**src/rtl/freelist_if.sv**
```systemverilog
// Rename/commit/flush bundle between the pipeline and the physical-register
// free list. The master side is the pipeline (rename + commit + flush); the
// slave side is the free list itself.
interface freelist_if #(
  parameter int PREG_NUM = 64,
  parameter int LREG_NUM = 32
);
  localparam int PREG_W = $clog2(PREG_NUM);
  localparam int DEPTH  = PREG_NUM - LREG_NUM;
  localparam int CNT_W  = $clog2(DEPTH) + 1;

  // rename request / offer
  logic              rn2fl_instr0_lrd_valid;
  logic              rn2fl_instr1_lrd_valid;
  logic [PREG_W-1:0] fl2rn_instr0prd;
  logic [PREG_W-1:0] fl2rn_instr1prd;
  logic              fl2rn_instr0_ok;
  logic              fl2rn_instr1_ok;

  // commit release
  logic              commit0_valid;
  logic              commit1_valid;
  logic              commit0_need_to_wb;
  logic              commit1_need_to_wb;
  logic [PREG_W-1:0] commit0_old_prd;
  logic [PREG_W-1:0] commit1_old_prd;

  // recovery and status
  logic              flush_valid;
  logic [CNT_W-1:0]  fl_free_count;

  modport master (
    output rn2fl_instr0_lrd_valid, rn2fl_instr1_lrd_valid,
    output commit0_valid, commit1_valid,
    output commit0_need_to_wb, commit1_need_to_wb,
    output commit0_old_prd, commit1_old_prd,
    output flush_valid,
    input  fl2rn_instr0prd, fl2rn_instr1prd,
    input  fl2rn_instr0_ok, fl2rn_instr1_ok,
    input  fl_free_count
  );

  modport slave (
    input  rn2fl_instr0_lrd_valid, rn2fl_instr1_lrd_valid,
    input  commit0_valid, commit1_valid,
    input  commit0_need_to_wb, commit1_need_to_wb,
    input  commit0_old_prd, commit1_old_prd,
    input  flush_valid,
    output fl2rn_instr0prd, fl2rn_instr1prd,
    output fl2rn_instr0_ok, fl2rn_instr1_ok,
    output fl_free_count
  );
endinterface

```
**src/rtl/freelist.sv**
```systemverilog
// Physical-register free list for the rename stage.
// Circular buffer of the pregs not held by the architectural RAT. Rename pops
// up to two pregs per cycle at head (zero latency), commit pushes up to two
// old mappings per cycle at tail. arch_head tracks head as seen by committed
// instructions, so a flush simply rewinds head to it. All pointers carry an
// extra wrap bit so that full (count == DEPTH) and empty are distinct.
module freelist #(
  parameter int PREG_NUM = 64,
  parameter int LREG_NUM = 32
) (
  input  logic      clock,
  input  logic      reset,
  freelist_if.slave fl
);
  localparam int DEPTH  = PREG_NUM - LREG_NUM;
  localparam int IDX_W  = $clog2(DEPTH);
  localparam int PTR_W  = IDX_W + 1;
  localparam int PREG_W = $clog2(PREG_NUM);
  localparam int CNT_W  = $clog2(DEPTH) + 1;

  // storage and pointers
  logic [PREG_W-1:0] entry_r [DEPTH];
  logic [PTR_W-1:0]  head_r;
  logic [PTR_W-1:0]  arch_head_r;
  logic [PTR_W-1:0]  tail_r;

  // derived state
  logic [PTR_W-1:0]  head_p1_s;
  logic [CNT_W-1:0]  count_s;
  logic              ok0_s;
  logic              ok1_s;

  // allocation / release decode
  logic              grant0_s;
  logic              grant1_s;
  logic              rel0_s;
  logic              rel1_s;
  logic [PTR_W-1:0]  alloc_n_s;
  logic [PTR_W-1:0]  rel_n_s;

  // entry write ports
  logic              wr0_en_s;
  logic              wr1_en_s;
  logic [IDX_W-1:0]  wr0_idx_s;
  logic [IDX_W-1:0]  wr1_idx_s;
  logic [PREG_W-1:0] wr0_data_s;
  logic [PREG_W-1:0] wr1_data_s;

  // next pointers
  logic [PTR_W-1:0]  head_nxt_s;
  logic [PTR_W-1:0]  arch_head_nxt_s;
  logic [PTR_W-1:0]  tail_nxt_s;

  // Free count and availability flags; only instr1_ok sees a live input
  // (instr0's request) so instr1 can be refused when a single entry is left.
  always_comb begin
    head_p1_s = head_r + {{(PTR_W-1){1'b0}}, 1'b1};
    // wrap-bit pointers make this subtraction exact for 0..DEPTH
    count_s   = CNT_W'(tail_r - head_r);
    ok0_s     = (count_s != {CNT_W{1'b0}});
    if (fl.rn2fl_instr0_lrd_valid) begin
      ok1_s = (count_s >= CNT_W'(2));
    end else begin
      ok1_s = ok0_s;
    end
  end

  // Offer muxes: instr1 takes the second entry only when instr0 consumes one.
  always_comb begin
    fl.fl2rn_instr0prd = entry_r[head_r[IDX_W-1:0]];
    if (fl.rn2fl_instr0_lrd_valid) begin
      fl.fl2rn_instr1prd = entry_r[head_p1_s[IDX_W-1:0]];
    end else begin
      fl.fl2rn_instr1prd = entry_r[head_r[IDX_W-1:0]];
    end
    fl.fl2rn_instr0_ok = ok0_s;
    fl.fl2rn_instr1_ok = ok1_s;
    fl.fl_free_count   = count_s;
  end

  // Grant decode: requests without their ok are dropped, and nothing is
  // granted in a flush cycle because those allocations are being squashed.
  always_comb begin
    grant0_s  = fl.rn2fl_instr0_lrd_valid & ok0_s & ~fl.flush_valid;
    grant1_s  = fl.rn2fl_instr1_lrd_valid & ok1_s & ~fl.flush_valid;
    alloc_n_s = PTR_W'(grant0_s) + PTR_W'(grant1_s);
    rel0_s    = fl.commit0_valid & fl.commit0_need_to_wb;
    rel1_s    = fl.commit1_valid & fl.commit1_need_to_wb;
    rel_n_s   = PTR_W'(rel0_s) + PTR_W'(rel1_s);
  end

  // Release write ports: slot 0 lands at tail, slot 1 right behind it, or at
  // tail itself when slot 0 is not releasing, so the two never collide.
  always_comb begin
    wr0_en_s   = rel0_s;
    wr0_idx_s  = tail_r[IDX_W-1:0];
    wr0_data_s = fl.commit0_old_prd;
    wr1_en_s   = rel1_s;
    wr1_data_s = fl.commit1_old_prd;
    if (rel0_s) begin
      wr1_idx_s = tail_r[IDX_W-1:0] + {{(IDX_W-1){1'b0}}, 1'b1};
    end else begin
      wr1_idx_s = tail_r[IDX_W-1:0];
    end
  end

  // Pointer next-state: a flush rewinds head to the committed head including
  // this cycle's releases, which keeps the count at exactly DEPTH afterwards.
  always_comb begin
    tail_nxt_s      = tail_r + rel_n_s;
    arch_head_nxt_s = arch_head_r + rel_n_s;
    if (fl.flush_valid) begin
      head_nxt_s = arch_head_r + rel_n_s;
    end else begin
      head_nxt_s = head_r + alloc_n_s;
    end
  end

  // Pointer registers; reset leaves the list full with head and tail one lap apart.
  always_ff @(posedge clock) begin
    if (reset) begin
      head_r      <= {PTR_W{1'b0}};
      arch_head_r <= {PTR_W{1'b0}};
      tail_r      <= {1'b1, {IDX_W{1'b0}}};
    end else begin
      head_r      <= head_nxt_s;
      arch_head_r <= arch_head_nxt_s;
      tail_r      <= tail_nxt_s;
    end
  end

  // Entry storage; reset loads the pregs not used by the initial RAT mapping.
  always_ff @(posedge clock) begin
    if (reset) begin
      for (int i = 0; i < DEPTH; i++) begin
        entry_r[i] <= PREG_W'(LREG_NUM + i);
      end
    end else begin
      if (wr0_en_s) begin
        entry_r[wr0_idx_s] <= wr0_data_s;
      end
      if (wr1_en_s) begin
        entry_r[wr1_idx_s] <= wr1_data_s;
      end
    end
  end

endmodule

```
**src/flat_wrapper.sv**
```systemverilog
// flat-port wrapper written by rule: the top's interface ports become plain ports
module freelist_flat 
#(
  parameter int PREG_NUM = 64,
  parameter int LREG_NUM = 32
)
  (clock, reset, fl_rn2fl_instr0_lrd_valid, fl_rn2fl_instr1_lrd_valid, fl_commit0_valid, fl_commit1_valid, fl_commit0_need_to_wb, fl_commit1_need_to_wb, fl_commit0_old_prd, fl_commit1_old_prd, fl_flush_valid, fl_fl2rn_instr0prd, fl_fl2rn_instr1prd, fl_fl2rn_instr0_ok, fl_fl2rn_instr1_ok, fl_fl_free_count);
  freelist_if #(.PREG_NUM(PREG_NUM), .LREG_NUM(LREG_NUM)) fl_i ();
  input  logic clock;
  input  logic reset;
  input wire logic [$bits(fl_i.rn2fl_instr0_lrd_valid)-1:0] fl_rn2fl_instr0_lrd_valid;
  input wire logic [$bits(fl_i.rn2fl_instr1_lrd_valid)-1:0] fl_rn2fl_instr1_lrd_valid;
  input wire logic [$bits(fl_i.commit0_valid)-1:0] fl_commit0_valid;
  input wire logic [$bits(fl_i.commit1_valid)-1:0] fl_commit1_valid;
  input wire logic [$bits(fl_i.commit0_need_to_wb)-1:0] fl_commit0_need_to_wb;
  input wire logic [$bits(fl_i.commit1_need_to_wb)-1:0] fl_commit1_need_to_wb;
  input wire logic [$bits(fl_i.commit0_old_prd)-1:0] fl_commit0_old_prd;
  input wire logic [$bits(fl_i.commit1_old_prd)-1:0] fl_commit1_old_prd;
  input wire logic [$bits(fl_i.flush_valid)-1:0] fl_flush_valid;
  output wire logic [$bits(fl_i.fl2rn_instr0prd)-1:0] fl_fl2rn_instr0prd;
  output wire logic [$bits(fl_i.fl2rn_instr1prd)-1:0] fl_fl2rn_instr1prd;
  output wire logic [$bits(fl_i.fl2rn_instr0_ok)-1:0] fl_fl2rn_instr0_ok;
  output wire logic [$bits(fl_i.fl2rn_instr1_ok)-1:0] fl_fl2rn_instr1_ok;
  output wire logic [$bits(fl_i.fl_free_count)-1:0] fl_fl_free_count;
  assign fl_i.rn2fl_instr0_lrd_valid = fl_rn2fl_instr0_lrd_valid;
  assign fl_i.rn2fl_instr1_lrd_valid = fl_rn2fl_instr1_lrd_valid;
  assign fl_i.commit0_valid = fl_commit0_valid;
  assign fl_i.commit1_valid = fl_commit1_valid;
  assign fl_i.commit0_need_to_wb = fl_commit0_need_to_wb;
  assign fl_i.commit1_need_to_wb = fl_commit1_need_to_wb;
  assign fl_i.commit0_old_prd = fl_commit0_old_prd;
  assign fl_i.commit1_old_prd = fl_commit1_old_prd;
  assign fl_i.flush_valid = fl_flush_valid;
  assign fl_fl2rn_instr0prd = fl_i.fl2rn_instr0prd;
  assign fl_fl2rn_instr1prd = fl_i.fl2rn_instr1prd;
  assign fl_fl2rn_instr0_ok = fl_i.fl2rn_instr0_ok;
  assign fl_fl2rn_instr1_ok = fl_i.fl2rn_instr1_ok;
  assign fl_fl_free_count = fl_i.fl_free_count;
  freelist #(.PREG_NUM(PREG_NUM), .LREG_NUM(LREG_NUM)) u_core (.clock(clock), .reset(reset), .fl(fl_i));
endmodule
```
**config.mk**
```make
export PLATFORM = sky130hd
export DESIGN_NAME = freelist_flat
export DESIGN_NICKNAME = d
export VERILOG_FILES = /design/src/rtl/freelist_if.sv /design/src/rtl/freelist.sv /design/src/flat_wrapper.sv
export SDC_FILE = /design/constraint.sdc
export NUM_CORES = 1
export LEC_CHECK = 0
export BUFFER_PORTS_ARGS = -buffer_cell sky130_fd_sc_hd__buf_2
export CAP_MARGIN = 30
export CORE_AREA = 8 8 154 170
export DETAILED_ROUTE_END_ITERATION = 10
export DIE_AREA = 0 0 162 178
export MAX_ROUTING_LAYER = met4
export PLACE_DENSITY_LB_ADDON = 0.3
export SYNTH_ARGS = -nofsm -noshare
export SYNTH_HDL_FRONTEND = slang
export SYNTH_SLANG_ARGS = --single-unit
```
**constraint.sdc**
```tcl
create_clock -name clock -period 4.3 [get_ports clock]
set_input_delay 0.43 -clock clock [delete_from_list [all_inputs] [get_ports clock]]
set_output_delay 0.43 -clock clock [all_outputs]
set_load 0.01 [all_outputs]
```
==> impl_metrics.env, run 1 <==
export IMPL_yosysTopAreaCell="edfxtp_1"
export IMPL_setup_viol_count_final=0
export IMPL_hp_class="in2reg"
export IMPL_grt_max_degree=68
export IMPL_post_dp_hpwl_um=34000
export IMPL_worstHoldStart="fl_flush_valid"
export IMPL_std_cell_rows=59
export IMPL_finalCriticalPeriod_ns=3.93
export IMPL_skew_ns=0.0217
export IMPL_synth_distinct_cells=68
export IMPL_whs_ns=0.216
export IMPL_cp_depth=7
export IMPL_grt_antenna_before_repair=1
export IMPL_dp_slack_ns=0.622
export IMPL_die_w_um=162
export IMPL_yosys_top_cells_area="edfxtp_1 42%, mux2i_1 9.2%, mux4_2 7.8%, nor2_1 3.2%, nand3_1 2.9%"
export IMPL_grt_overflow=0
export IMPL_fp_dieH_um=178
export IMPL_clock_path_buffers=3
export IMPL_synthesis_area_sq_um=13800
export IMPL_power_frac_seq=0.414
export IMPL_start_util=0.591
export IMPL_crit_path_start_kind="flip-flop"
export IMPL_swShare=0.308
export IMPL_worst_slack_ns=0.370
export IMPL_grt_pass1_wl_um=72400
export IMPL_path_class="reg2out"
export IMPL_max_vdd_ir_drop_uv=271
export IMPL_drive_above_1_share=0.153
export IMPL_dp_cells=1558
export IMPL_root_buffer="clkbuf_16"
export IMPL_ys_ff_latch=210
export IMPL_synth_edf_count=192
export IMPL_clock_sinks=210
export IMPL_p_sw_uw=1720
export IMPL_worstHoldEndpoint="u_core.head_r[0]$_SDFF_PP0_"
export IMPL_first_global_vias=11700
export IMPL_fin_util=0.637
export IMPL_holdBufCountCts=0
export IMPL_cp_arrival_ns=3.50
export IMPL_worst_slew_pin_slew_ns=1.16
export IMPL_pin_count=41
export IMPL_path_clk_slew_ns=0.06
export IMPL_r2r_cells=14
export IMPL_vias=12100
export IMPL_wl_um=50500
export IMPL_slowest_stage="ha_4"
export IMPL_ys_seq_area_frac=0.444
export IMPL_internal_power_uw=3870
export IMPL_n_fill_cell=1907
export IMPL_min_delay_path_depth=3
export IMPL_dieArea_sq_um=28800
export IMPL_synthCells=1298
export IMPL_htreeDepth=1
export IMPL_async_flop_share=0
export IMPL_post_cts_setup_buffer_count=0
export IMPL_finalMaxSlewViolations=0
export IMPL_numCtsBuffers=23
export IMPL_slew_headroom=0.227
export IMPL_endpoint_kind="primary output"
export IMPL_synth_common_cells="192 x edfxtp_1, 127 x mux2i_1, 119 x nor2_1"
export IMPL_maxCapViolCount=0
export IMPL_drc=0
export IMPL_slowest_delay_ns=0.67
export IMPL_path_cells="ha_4 -> buf_12 -> mux4_2 -> mux2i_1 -> o22ai_1 -> a211o_1 -> buf_2"
export IMPL_drtIter0Drc=2092
export IMPL_path_delay_family="multiplexers"
export IMPL_period_share=0.914
export IMPL_hold_violations=0
export IMPL_wl_per_cell_um=31.5
export IMPL_viasPerCell=7.56
export IMPL_required_ns=3.87
export IMPL_numPortBuffers=40
export IMPL_combPwrFrac=0.232
export IMPL_cts_tree="built"
export IMPL_setup_tns_ns=0
export IMPL_r2r_start="u_core.tail_r[0]$_SDFF_PP0_"
export IMPL_ff2ff_setup_slack_ns=0.60
export IMPL_synthesis_nets=1339
export IMPL_core_area_sq_um=23300
export IMPL_yosysWarningCount=0
export IMPL_leakage_uw=0.00445
export IMPL_r2r_end="u_core.head_r[4]$_SDFF_PP0_"
export IMPL_grt_setup_unrepaired="false"
export IMPL_worst_path_buf_inv=2
export IMPL_fmax_mhz=254
export IMPL_first_pass_iters=9
export IMPL_p_clk_frac=0.354
export IMPL_p_per_area_nw_per_um2=376
export IMPL_syn_avg_cell_area_sq_um=10.6
export IMPL_final_cells=1603
export IMPL_ant_nets=0
export IMPL_grt_usage=0.351
export IMPL_status="finished clean"
export IMPL_area_growth_pct=7.82
export IMPL_insertion_delay_ns=0.54
export IMPL_yosysTopAreaCellShare=0.418
export IMPL_place_congestion=1.05
export IMPL_synth_most_common_cell="edfxtp_1"
export IMPL_nNetsFinal=1321
export IMPL_cts_resized=0
export IMPL_worstPathMaxFanout=25
export IMPL_synthFlopType="edfxtp_1"
worst max-delay path by stage:
stage,start,endpoint
after floorplan,u_core.tail_r[0]$_SDFF_PP0_,u_core.head_r[4]$_SDFF_PP0_
after global placement,u_core.tail_r[0]$_SDFF_PP0_,u_core.head_r[4]$_SDFF_PP0_
after detailed placement,u_core.tail_r[0]$_SDFF_PP0_,u_core.head_r[4]$_SDFF_PP0_
after CTS,u_core.head_r[1]$_SDFF_PP0_,fl_fl2rn_instr1prd[2]
after global routing,u_core.head_r[1]$_SDFF_PP0_,fl_fl2rn_instr1prd[2]
final,u_core.head_r[1]$_SDFF_PP0_,fl_fl2rn_instr1prd[2]
stage by stage:
step | total power [uW] | instance area, sq um
after CTS | 5520 | 14800
after global routing | 5700 | 14900
after global placement | 3580 | 14100
after floorplan | 3190 | 13800
after detailed placement | 3600 | 14100
final | 5590 | 14900
worst min-delay path: stages:
cell	delay, ns
buf_2	0.13
mux2i_1	0.08
nor2_1	0.08
area by class of cell:
| type | count | area (sq um) | area share |
|---|---|---|---|
| tap | 305 | 382 | 0.0257 |
| sequential | 210 | 6130 | 0.412 |
| inverter | 27 | 101 | 0.00682 |
| multi-input combinational | 949 | 7040 | 0.474 |
| timing repair buffer | 69 | 470 | 0.0317 |
| clock buffer | 25 | 583 | 0.0392 |
| clock inverter | 17 | 150 | 0.0101 |
| antenna | 1 | 2.50 | 0.000168 |
flip-flops by register name, summed over array words and instances, names as in the netlist:
register            flops
u_core.tail_r           6
u_core.head_r           6
u_core.arch_head_r      6
u_core.entry_r        192
placed cells by master (no fill, tap or decap), types with 17 or more instances in the layout:
master     synthesis  routed
a31oi_1           28      28
mux2i_1          127     127
o22ai_1           33      33
nor2_1           119     118
edfxtp_1         192     192
a21oi_1           73      73
nor3_1            39      39
mux4_2            48      48
nand2_1           90      90
inv_1             21      21
o21ai_0           28      28
buf_2             39      40
nand3_1           81      81
clkbuf_16          0      23
a22oi_1           53      53
dfxtp_1           18      17
buf_4              5      26
logic make-up after synthesis:
group           synth area share
flops                      0.444
xor+xnor                  0.0167
buf+inv                   0.0474
simple gates               0.156
compound gates             0.144
mux                        0.171
fa+ha+maj                 0.0203
power groups by stage:
| stage | Sequential [uW] | Clock [uW] | Combinational (uW) |
|---|---|---|---|
| finish | 2310 | 1970 | 1300 |
| global route | 2320 | 2030 | 1350 |
| CTS | 2310 | 1950 | 1250 |
| detailed placement | 2350 | 0 | 1250 |
| global placement | 2350 | 0 | 1230 |
| floorplan | 2330 | 0 | 858 |
per-layer routing:
metal | vias up | track usage | part of all wire | routed length, um
met1 | 5740 | 0.422 | 0.35 | 17500
li1 | 5004 | - | - | -
met3 | 265 | 0.0990 | 0.15 | 7350
met2 | 1111 | 0.508 | 0.43 | 21900
met4 | 0 | 0.241 | 0.075 | 3800
met5 | - | - | 0 | 0
Power figures use the tool's default switching activity.
==> run 2, diff against run 1 <==
--- a/config.mk
+++ b/config.mk
@@ -7,9 +7,9 @@
 export LEC_CHECK = 0
 export BUFFER_PORTS_ARGS = -buffer_cell sky130_fd_sc_hd__buf_2
 export CAP_MARGIN = 30
-export CORE_AREA = 8 8 154 170
+export CORE_AREA = 8 8 161 163
 export DETAILED_ROUTE_END_ITERATION = 10
-export DIE_AREA = 0 0 162 178
+export DIE_AREA = 0 0 169 171
 export MAX_ROUTING_LAYER = met4
 export PLACE_DENSITY_LB_ADDON = 0.3
 export SYNTH_ARGS = -nofsm -noshare
==> run 2 against run 1 <==
Effect of this change:
- wire length down 1.1%
- non-clock buffer count down 3
- highest routed layer unchanged
- register-to-register slack got worse by 0.03 ns
- critical path type unchanged
- worst setup slack better by 0.14 ns
- cell count grew 0.56%
- sequential share of layout area barely moved
==> impl_metrics.env, run 2 (synthesized netlist as in run 1, its figures left out) <==
export IMPL_status="finished clean"
export IMPL_post_cts_setup_buffer_count=0
export IMPL_grt_overflow=0
export IMPL_power_frac_seq=0.408
export IMPL_endpoint_kind="primary output"
export IMPL_post_dp_cell_area_sq_um=14100
export IMPL_p_per_area_nw_per_um2=381
export IMPL_ant_nets=0
export IMPL_grt_pass1_wl_um=73100
export IMPL_root_buffer="clkbuf_16"
export IMPL_clock_sinks=210
export IMPL_std_cell_rows=56
export IMPL_hold_violations=0
export IMPL_dieArea_sq_um=28900
export IMPL_grt_max_degree=147
export IMPL_met2_length_um=21200
export IMPL_worstPathMaxFanout=26
export IMPL_slew_headroom=0.282
export IMPL_first_global_vias=11500
export IMPL_antenna_cells=0
export IMPL_fmax_mhz=264
export IMPL_max_vdd_ir_drop_uv=333
export IMPL_path_class="reg2out"
export IMPL_required_ns=3.87
export IMPL_post_dp_hpwl_um=33400
export IMPL_vias=12100
export IMPL_cts_tree="built"
export IMPL_finalCriticalPeriod_ns=3.78
export IMPL_place_congestion=1.08
export IMPL_drtIter0Drc=2410
export IMPL_setup_tns_ns=0
export IMPL_worst_slew_pin_slew_ns=1.07
export IMPL_final_common_cell="edfxtp_1"
export IMPL_drc=0
export IMPL_nNetsFinal=1318
export IMPL_design_area_sq_um=14900
export IMPL_grt_setup_unrepaired="false"
export IMPL_fp_dieH_um=171
export IMPL_grt_usage=0.351
export IMPL_largest_register_ffs=192
export IMPL_worst_slack_ns=0.515
export IMPL_final_cell_mix="192 x edfxtp_1, 127 x mux2i_1, 118 x nor2_1"
export IMPL_n_fill_cell=1887
export IMPL_finalMaxSlewViolations=0
export IMPL_crit_path_start_kind="flip-flop"
export IMPL_drive_above_1_share=0.151
export IMPL_cts_resized=0
export IMPL_largest_register="u_core.entry_r"
export IMPL_path_clk_slew_ns=0.05
export IMPL_clock_path_buffers=3
export IMPL_numCtsBuffers=23
export IMPL_cp_arrival_ns=3.35
export IMPL_pin_count=41
export IMPL_holdBufCountCts=0
export IMPL_period_share=0.880
export IMPL_internal_power_uw=4020
export IMPL_topRoutingLayerUsed="met4"
export IMPL_maxCapViolCount=0
export IMPL_whs_ns=0.229
export IMPL_p_clk_frac=0.371
export IMPL_first_pass_iters=9
export IMPL_wl_um=50000
export IMPL_dp_slack_ns=0.625
export IMPL_swShare=0.292
export IMPL_wl_met3_um=8220
export IMPL_hp_class="in2reg"
export IMPL_grt_antenna_before_repair=0
export IMPL_core_area_sq_um=23300
export IMPL_htreeDepth=1
export IMPL_viasPerCell=7.48
export IMPL_insertion_delay_ns=0.53
export IMPL_start_util=0.593
export IMPL_setup_viol_count_final=0
export IMPL_p_sw_uw=1660
export IMPL_area_growth_pct=7.92
export IMPL_combPwrFrac=0.221
export IMPL_leakage_uw=0.00446
export IMPL_skew_ns=0.0166
export IMPL_report_power_total_uw=5670
export IMPL_numPortBuffers=40
export IMPL_m1WireLength_um=17100
export IMPL_wl_per_cell_um=31.0
export IMPL_die_w_um=169
run 2: stage by stage:
| step | instances | util |
|---|---|---|
| global placement | 1571 | 0.606 |
| detailed placement | 1571 | 0.606 |
| global route | 1612 | 0.640 |
| CTS | 1612 | 0.640 |
| floorplan | 1298 | - |
| finish | 1612 | 0.640 |
run 2: layer usage:
| metal | vias to the layer above | GRT usage |
|---|---|---|
| li1 | 4979 | - |
| met1 | 5637 | 0.433 |
| met2 | 1174 | 0.507 |
| met3 | 273 | 0.112 |
| met4 | 0 | 0.199 |
| met5 | - | - |
run 2: final cells by class:
class                      instances  area [sq um]  area share
sequential                       210          6130       0.412
clock inverter                    11           160      0.0108
tap                              319           399      0.0268
multi-input combinational        949          7040       0.474
inverter                          27           101     0.00681
clock buffer                      30           622      0.0418
timing repair buffer              66           420      0.0283
run 2: worst max-delay path, cell delays in order, from the launching register on:
cell	delay, ns
dfxtp_1	0.40
ha_4	0.55
buf_12	0.30
mux4_2	0.54
mux2i_1	0.39
o22ai_1	0.20
a211o_1	0.30
buf_2	0.14
run 2: power by group through the flow:
stage	sequential (uW)	clock [uW]	combinational [uW]
after floorplan	2330	0	858
after global placement	2350	0	1200
after detailed placement	2350	0	1210
after CTS	2310	2090	1220
after global routing	2320	2150	1310
final	2310	2110	1250
run 2: worst paths after layout:
check	startpoint	to	slack, ns	depth (start not counted)
worst max-delay path	u_core.head_r[1]$_SDFF_PP0_	fl_fl2rn_instr1prd[2]	0.52	7
worst min-delay path	fl_flush_valid	u_core.head_r[0]$_SDFF_PP0_	0.23	3
worst max register to register	u_core.tail_r[0]$_SDFF_PP0_	u_core.head_r[4]$_SDFF_PP0_	0.57	14
worst min register to register	u_core.arch_head_r[5]$_SDFF_PP0_	u_core.arch_head_r[5]$_SDFF_PP0_	0.55	2
